==> src/rtl/uart_receiver_control_fsm.sv <==
// UART receive sequencer: detects the start bit, times the three mid-bit votes
// from the oversample tick and steps the receive shift register through one frame.
module uart_receiver_control_fsm #(
    parameter int OVERSAMPLE   = 16,
    parameter int START_OFFSET = 2
) (
    input  logic       pclk,
    input  logic       preset,
    input  logic       rx_en,
    input  logic       baud_tick,
    input  logic       rx_data,
    input  logic       frame_error,
    input  logic       all_zero,
    input  logic [1:0] wls,
    input  logic       pen,
    output logic       voting_shift_en,
    output logic       receive_shift_en,
    output logic       error_check,
    output logic       rx_done,
    output logic       rx_break,
    output logic       rx_busy
);
    localparam int CNT_W = $clog2(OVERSAMPLE);
    localparam logic [CNT_W-1:0] TICK_LAST  = CNT_W'(OVERSAMPLE - 1);
    localparam logic [CNT_W-1:0] VOTE_FIRST = CNT_W'(OVERSAMPLE / 2 - 1);
    localparam logic [CNT_W-1:0] VOTE_LAST  = CNT_W'(OVERSAMPLE / 2 + 1);
    localparam logic [CNT_W-1:0] START_LOAD = CNT_W'(START_OFFSET);
    // Shifts left after the start bit: 5 base data bits plus the stop bit.
    localparam logic [3:0]       BIT_BASE   = 4'd6;

    typedef enum logic [2:0] {
        S_IDLE,
        S_START,
        S_DATA,
        S_CHECK,
        S_LINE_WAIT
    } state_t;

    state_t           state_q, state_d;
    logic [CNT_W-1:0] tick_cnt_q, tick_cnt_d;
    logic [3:0]       bit_cnt_q, bit_cnt_d;
    logic [1:0]       wls_q, wls_d;
    logic             pen_q, pen_d;
    logic             third_vote_q, third_vote_d;
    logic             decide_q, decide_d;
    logic             settle_q, settle_d;
    logic             voting_shift_en_q, voting_shift_en_d;
    logic             receive_shift_en_q, receive_shift_en_d;
    logic             error_check_q, error_check_d;
    logic             rx_done_q, rx_done_d;
    logic             rx_break_q, rx_break_d;
    logic             rx_busy_q, rx_busy_d;

    logic             in_vote;
    logic [CNT_W-1:0] tick_inc;

    assign in_vote  = (tick_cnt_q >= VOTE_FIRST) && (tick_cnt_q <= VOTE_LAST);
    assign tick_inc = (tick_cnt_q == TICK_LAST) ? '0 : tick_cnt_q + 1'b1;

    always_comb begin
        state_d            = state_q;
        tick_cnt_d         = tick_cnt_q;
        bit_cnt_d          = bit_cnt_q;
        wls_d              = wls_q;
        pen_d              = pen_q;
        third_vote_d       = 1'b0;
        // rx_data reflects a vote one cycle after the voting register shifts.
        decide_d           = third_vote_q;
        settle_d           = voting_shift_en_q;
        voting_shift_en_d  = 1'b0;
        receive_shift_en_d = 1'b0;
        error_check_d      = 1'b0;
        rx_done_d          = 1'b0;
        rx_break_d         = 1'b0;

        case (state_q)
            S_IDLE: begin
                voting_shift_en_d = baud_tick;
                if (settle_q && rx_en && !rx_data) begin
                    state_d    = S_START;
                    tick_cnt_d = START_LOAD;
                    wls_d      = wls;
                    pen_d      = pen;
                end
            end
            S_START: begin
                if (baud_tick) begin
                    tick_cnt_d        = tick_inc;
                    voting_shift_en_d = in_vote;
                    third_vote_d      = (tick_cnt_q == VOTE_LAST);
                end
                if (decide_q) begin
                    if (rx_data) begin
                        state_d = S_IDLE;
                    end else begin
                        receive_shift_en_d = 1'b1;
                        bit_cnt_d          = BIT_BASE + {2'b00, wls_q} + {3'b000, pen_q};
                        state_d            = S_DATA;
                    end
                end
            end
            S_DATA: begin
                if (baud_tick) begin
                    tick_cnt_d        = tick_inc;
                    voting_shift_en_d = in_vote;
                    third_vote_d      = (tick_cnt_q == VOTE_LAST);
                end
                if (decide_q) begin
                    receive_shift_en_d = 1'b1;
                    bit_cnt_d          = bit_cnt_q - 4'd1;
                end else if (bit_cnt_q == 4'd0) begin
                    // This is the stop-bit shift cycle; flag the check for the next one.
                    state_d       = S_CHECK;
                    error_check_d = 1'b1;
                    rx_done_d     = 1'b1;
                end
            end
            S_CHECK: begin
                rx_break_d = frame_error && all_zero;
                state_d    = frame_error ? S_LINE_WAIT : S_IDLE;
            end
            S_LINE_WAIT: begin
                if (baud_tick) begin
                    tick_cnt_d        = tick_inc;
                    voting_shift_en_d = 1'b1;
                end
                // Hold off until the line is seen high so a held break cannot re-trigger.
                if (settle_q && rx_data) begin
                    state_d = S_IDLE;
                end
            end
            default: begin
                state_d = S_IDLE;
            end
        endcase

        rx_busy_d = (state_d != S_IDLE);
    end

    always_ff @(posedge pclk) begin
        if (preset) begin
            state_q            <= S_IDLE;
            tick_cnt_q         <= '0;
            bit_cnt_q          <= '0;
            wls_q              <= '0;
            pen_q              <= 1'b0;
            third_vote_q       <= 1'b0;
            decide_q           <= 1'b0;
            settle_q           <= 1'b0;
            voting_shift_en_q  <= 1'b0;
            receive_shift_en_q <= 1'b0;
            error_check_q      <= 1'b0;
            rx_done_q          <= 1'b0;
            rx_break_q         <= 1'b0;
            rx_busy_q          <= 1'b0;
        end else begin
            state_q            <= state_d;
            tick_cnt_q         <= tick_cnt_d;
            bit_cnt_q          <= bit_cnt_d;
            wls_q              <= wls_d;
            pen_q              <= pen_d;
            third_vote_q       <= third_vote_d;
            decide_q           <= decide_d;
            settle_q           <= settle_d;
            voting_shift_en_q  <= voting_shift_en_d;
            receive_shift_en_q <= receive_shift_en_d;
            error_check_q      <= error_check_d;
            rx_done_q          <= rx_done_d;
            rx_break_q         <= rx_break_d;
            rx_busy_q          <= rx_busy_d;
        end
    end

    assign voting_shift_en  = voting_shift_en_q;
    assign receive_shift_en = receive_shift_en_q;
    assign error_check      = error_check_q;
    assign rx_done          = rx_done_q;
    assign rx_break         = rx_break_q;
    assign rx_busy          = rx_busy_q;

endmodule
==> config.mk <==
export PLATFORM = sky130hd
export DESIGN_NAME = uart_receiver_control_fsm
export DESIGN_NICKNAME = d
export VERILOG_FILES = /design/src/rtl/uart_receiver_control_fsm.sv
export SDC_FILE = /design/constraint.sdc
export NUM_CORES = 1
export LEC_CHECK = 0
export BUFFER_PORTS_ARGS = -buffer_cell sky130_fd_sc_hd__buf_2
export CAP_MARGIN = 5
export CORE_AREA = 3 3 53 55
export CTS_BUF_LIST = sky130_fd_sc_hd__clkbuf_8 sky130_fd_sc_hd__clkbuf_16
export CTS_CLUSTER_SIZE = 12
export DETAILED_ROUTE_END_ITERATION = 6
export DIE_AREA = 0 0 56 58
export PLACE_DENSITY = 0.73
export SLEW_MARGIN = 20
export SYNTH_ARGS = -nofsm -noshare
export SYNTH_HDL_FRONTEND = slang
export SYNTH_SLANG_ARGS = --single-unit
==> constraint.sdc <==
create_clock -name pclk -period 2 [get_ports pclk]
set_input_delay 0.4 -clock pclk [delete_from_list [all_inputs] [get_ports pclk]]
set_output_delay 0.4 -clock pclk [all_outputs]
set_load 0.005 [all_outputs]
==> flow_metrics.tcl <==
set metrics [dict create \
    yosysWarnings 0 \
    clock_power_share_pct 39.4 \
    place.gp.congestion 0.7706 \
    cp.arrival_ns 1.98 \
    tightestPinTransition_ns 0.5329 \
    synth_cells 130 \
    multi_input_area_um2 659.4 \
    synthesis.nets 146 \
    whs_path_depth 3 \
    rsz0062_at_grt "no" \
    post-route-period-util_pct 88.64 \
    tns_ns 0 \
    cts.reportedPaths.clkPinSlew_ns 0.08 \
    seqPwrFrac_pct 55.8 \
    synth-edff-count 0 \
    slowest_delay_ns 0.52 \
    worstPathRequired_ns 2.21 \
    fin_nets 160 \
    ios 16 \
    routed_via_density 5.613 \
    cts_tree "yes" \
    postLayoutCoreUtil_pct 53.96 \
    hold_slack_ns 0.3725 \
    port_buffers 15 \
    endpoint_kind "flip-flop" \
    finalHoldViolations 0 \
    path_class "flip-flop to flip-flop" \
    setup_viol 0 \
    max-slew-margin-rel_pct 64.24 \
    final_cell_mix "dfxtp_1 (22), buf_2 (15), nor2_1 (10)" \
    ir_drop_mv 0.3895 \
    crit_path_cell_trace "or3b_4 > or4_4 > a31oi_4 > or3_1" \
    cpMaxStageDelayCell "or4_4" \
    pwr_density_cell_nw_per_um2 609.1 \
    dieArea_um2 3248 \
    antenna_found_initial 0 \
    drt_pass1_iterations 4 \
    synth.distinct_cells 40 \
    syn_area_um2 1167 \
    skew_ns 0.001810 \
    drc 0 \
    cp-start-kind "flip-flop" \
    max_cap_viol_count 0 \
    layout-drive-gt1-share_pct 17.48 \
    layout_commonest_cell "dfxtp_1" \
    combPwrFrac_pct 4.8 \
    path_delay_family "simple AND/OR/NAND/NOR gates" \
    die_h_um 58 \
    cts.sinks 22 \
    period_needed_ns 1.773 \
    synthTopCellsByArea "dfxtp_1 (38%), ha_1 (6.4%), mux2i_1 (5.1%), a21oi_1 (3.4%), nor2_1 (3.2%)" \
    cts_resized 0 \
    area_growth_pct 12.43 \
    fillers 230 \
    post_cts_buffers 0 \
    antenna-diode-count 0 \
    routedWlPerCell_um 13.00 \
    switching_share_pct 20.68 \
    synth_area_per_cell_um2 8.980 \
    outcome "completed" \
    grt_pass1_wl_mm 4.071 \
    p_switching_uw 165.4 \
    insertion_delay_ns 0.25 \
    cts_buffer_depth 2 \
    fp-row-count 18 \
    leakagePower_nw 0.5608 \
    p_int_uw 634.1 \
    root_buffer "clkbuf_8" \
    core_um2 2432 \
    wirelength_mm 2.249 \
    postRouteAntennaNets 0 \
    die_x_um 56 \
    ff2ff_path_depth 4 \
    yosysTopAreaCell "dfxtp_1" \
    grt_pass1_vias 924 \
    worstHoldPathType "primary input to flip-flop" \
    start_util_pct 47.99 \
    crit_fanout 15 \
    seq_area_um2 440.4 \
    grt_usage_pct 15.40 \
    ys.flop_type "dfxtp_1" \
    vias 971 \
    dp_hpwl_mm 1.711 \
    cts_buffers 3 \
    postSynth.asyncResetShare_pct 0 \
    p_total_uw 799.5 \
    synth-seq-cells 22 \
    htree_levels 1 \
    synth.top_cell.area_share_pct 37.73 \
    max_freq_mhz 564.1 \
    path_depth 4 \
    yosysSeqAreaShare_pct 37.73 \
    worst-path-buf-inv 0 \
    hold_buffers 0 \
    grt_max_degree 20 \
    drv_slew 0 \
    grt-ovfl-total 0 \
    drtIter0Drc 26 \
]
[kinds of logic (layout without fill, tap and decap cells)]
logic type	after synthesis	count (layout)	synth area share [%]
AOI/OAI and AO/OA	32	32	19.93
xor gates and xnor gates	2	2	1.501
adders and majority gates	6	6	6.431
buffers and inverters	16	29	5.787
DFF	22	22	37.73
muxes	6	6	5.145
and+or+nand+nor	46	46	23.47
[metrics by stage]
step | std cells | worst slack, ns | instance area, um2
final | 173 | 0.2271 | 1313
after global routing | 173 | 0.06414 | 1313
after CTS | 173 | 0.2320 | 1313
after detailed placement | 169 | 0.2222 | 1257
after global placement | 169 | 0.2746 | 1257
after floorplan | 130 | 0.3361 | 1167
[sequential cells by signal (all words and copies together), names as in the netlist]
name and count:
wls_q 2, rx_done 1, receive_shift_en 1, tick_cnt_q 4, pen_q 1, settle_q 1
rx_break 1, voting_shift_en 1, decide_d 1, rx_busy 1, bit_cnt_q 4, state_q 3
decide_q 1
[cell usage after synthesis (all sizes together), types with 3 or more instances]
master,n
nor2b,5
or3,3
nand2b,3
nand3b,3
ha,6
a31oi,5
clkbuf,3
nor3b,3
buf,5
mux2i,6
nor2,10
o21bai,3
inv,8
nor3,3
a21oi,8
nand3,6
o21ai,3
dfxtp,22
[power groups by stage]
stage | Sequential [mW] | Clock [mW] | Combinational [mW]
floorplan | 0.455 | 0 | 0.0237
global placement | 0.456 | 0 | 0.0375
detailed placement | 0.456 | 0 | 0.0388
CTS | 0.446 | 0.318 | 0.0390
global route | 0.447 | 0.338 | 0.0435
finish | 0.446 | 0.315 | 0.0385
[final timing paths]
check | startpoint | end | slack (ns)
min reg2reg | decide_d$_SDFF_PP0_ | decide_q$_SDFF_PP0_ | 0.45
max reg2reg | state_q[0]$_SDFF_PP0_ | rx_busy$_SDFF_PP0_ | 0.23
max | state_q[0]$_SDFF_PP0_ | rx_busy$_SDFF_PP0_ | 0.23
min | wls[1] | wls_q[1]$_SDFFE_PP0P_ | 0.37
[cell type report]
cell class / count / share of cell area (%)
inverters: 8 / 2.288
repair buffers: 17 / 6.864
clock buffers: 4 / 4.194
well taps: 30 / 2.860
multi-input cells: 92 / 50.24
flip-flops and latches: 22 / 33.56
[routing by layer]
metal	part of all wire, %	track usage [%]	routed length (um)
met1	46	20.00	1028
met2	48	25.38	1090
met3	4.1	2.673	92
met4	1.7	6.441	38
met5	0	0	0
[tightest hold or removal path, stage by stage]
cell and delay [ns]:
buf_2 0.07, mux2i_1 0.05, nor2_1 0.07
No activity file was read; power rests on OpenSTA's default activity.
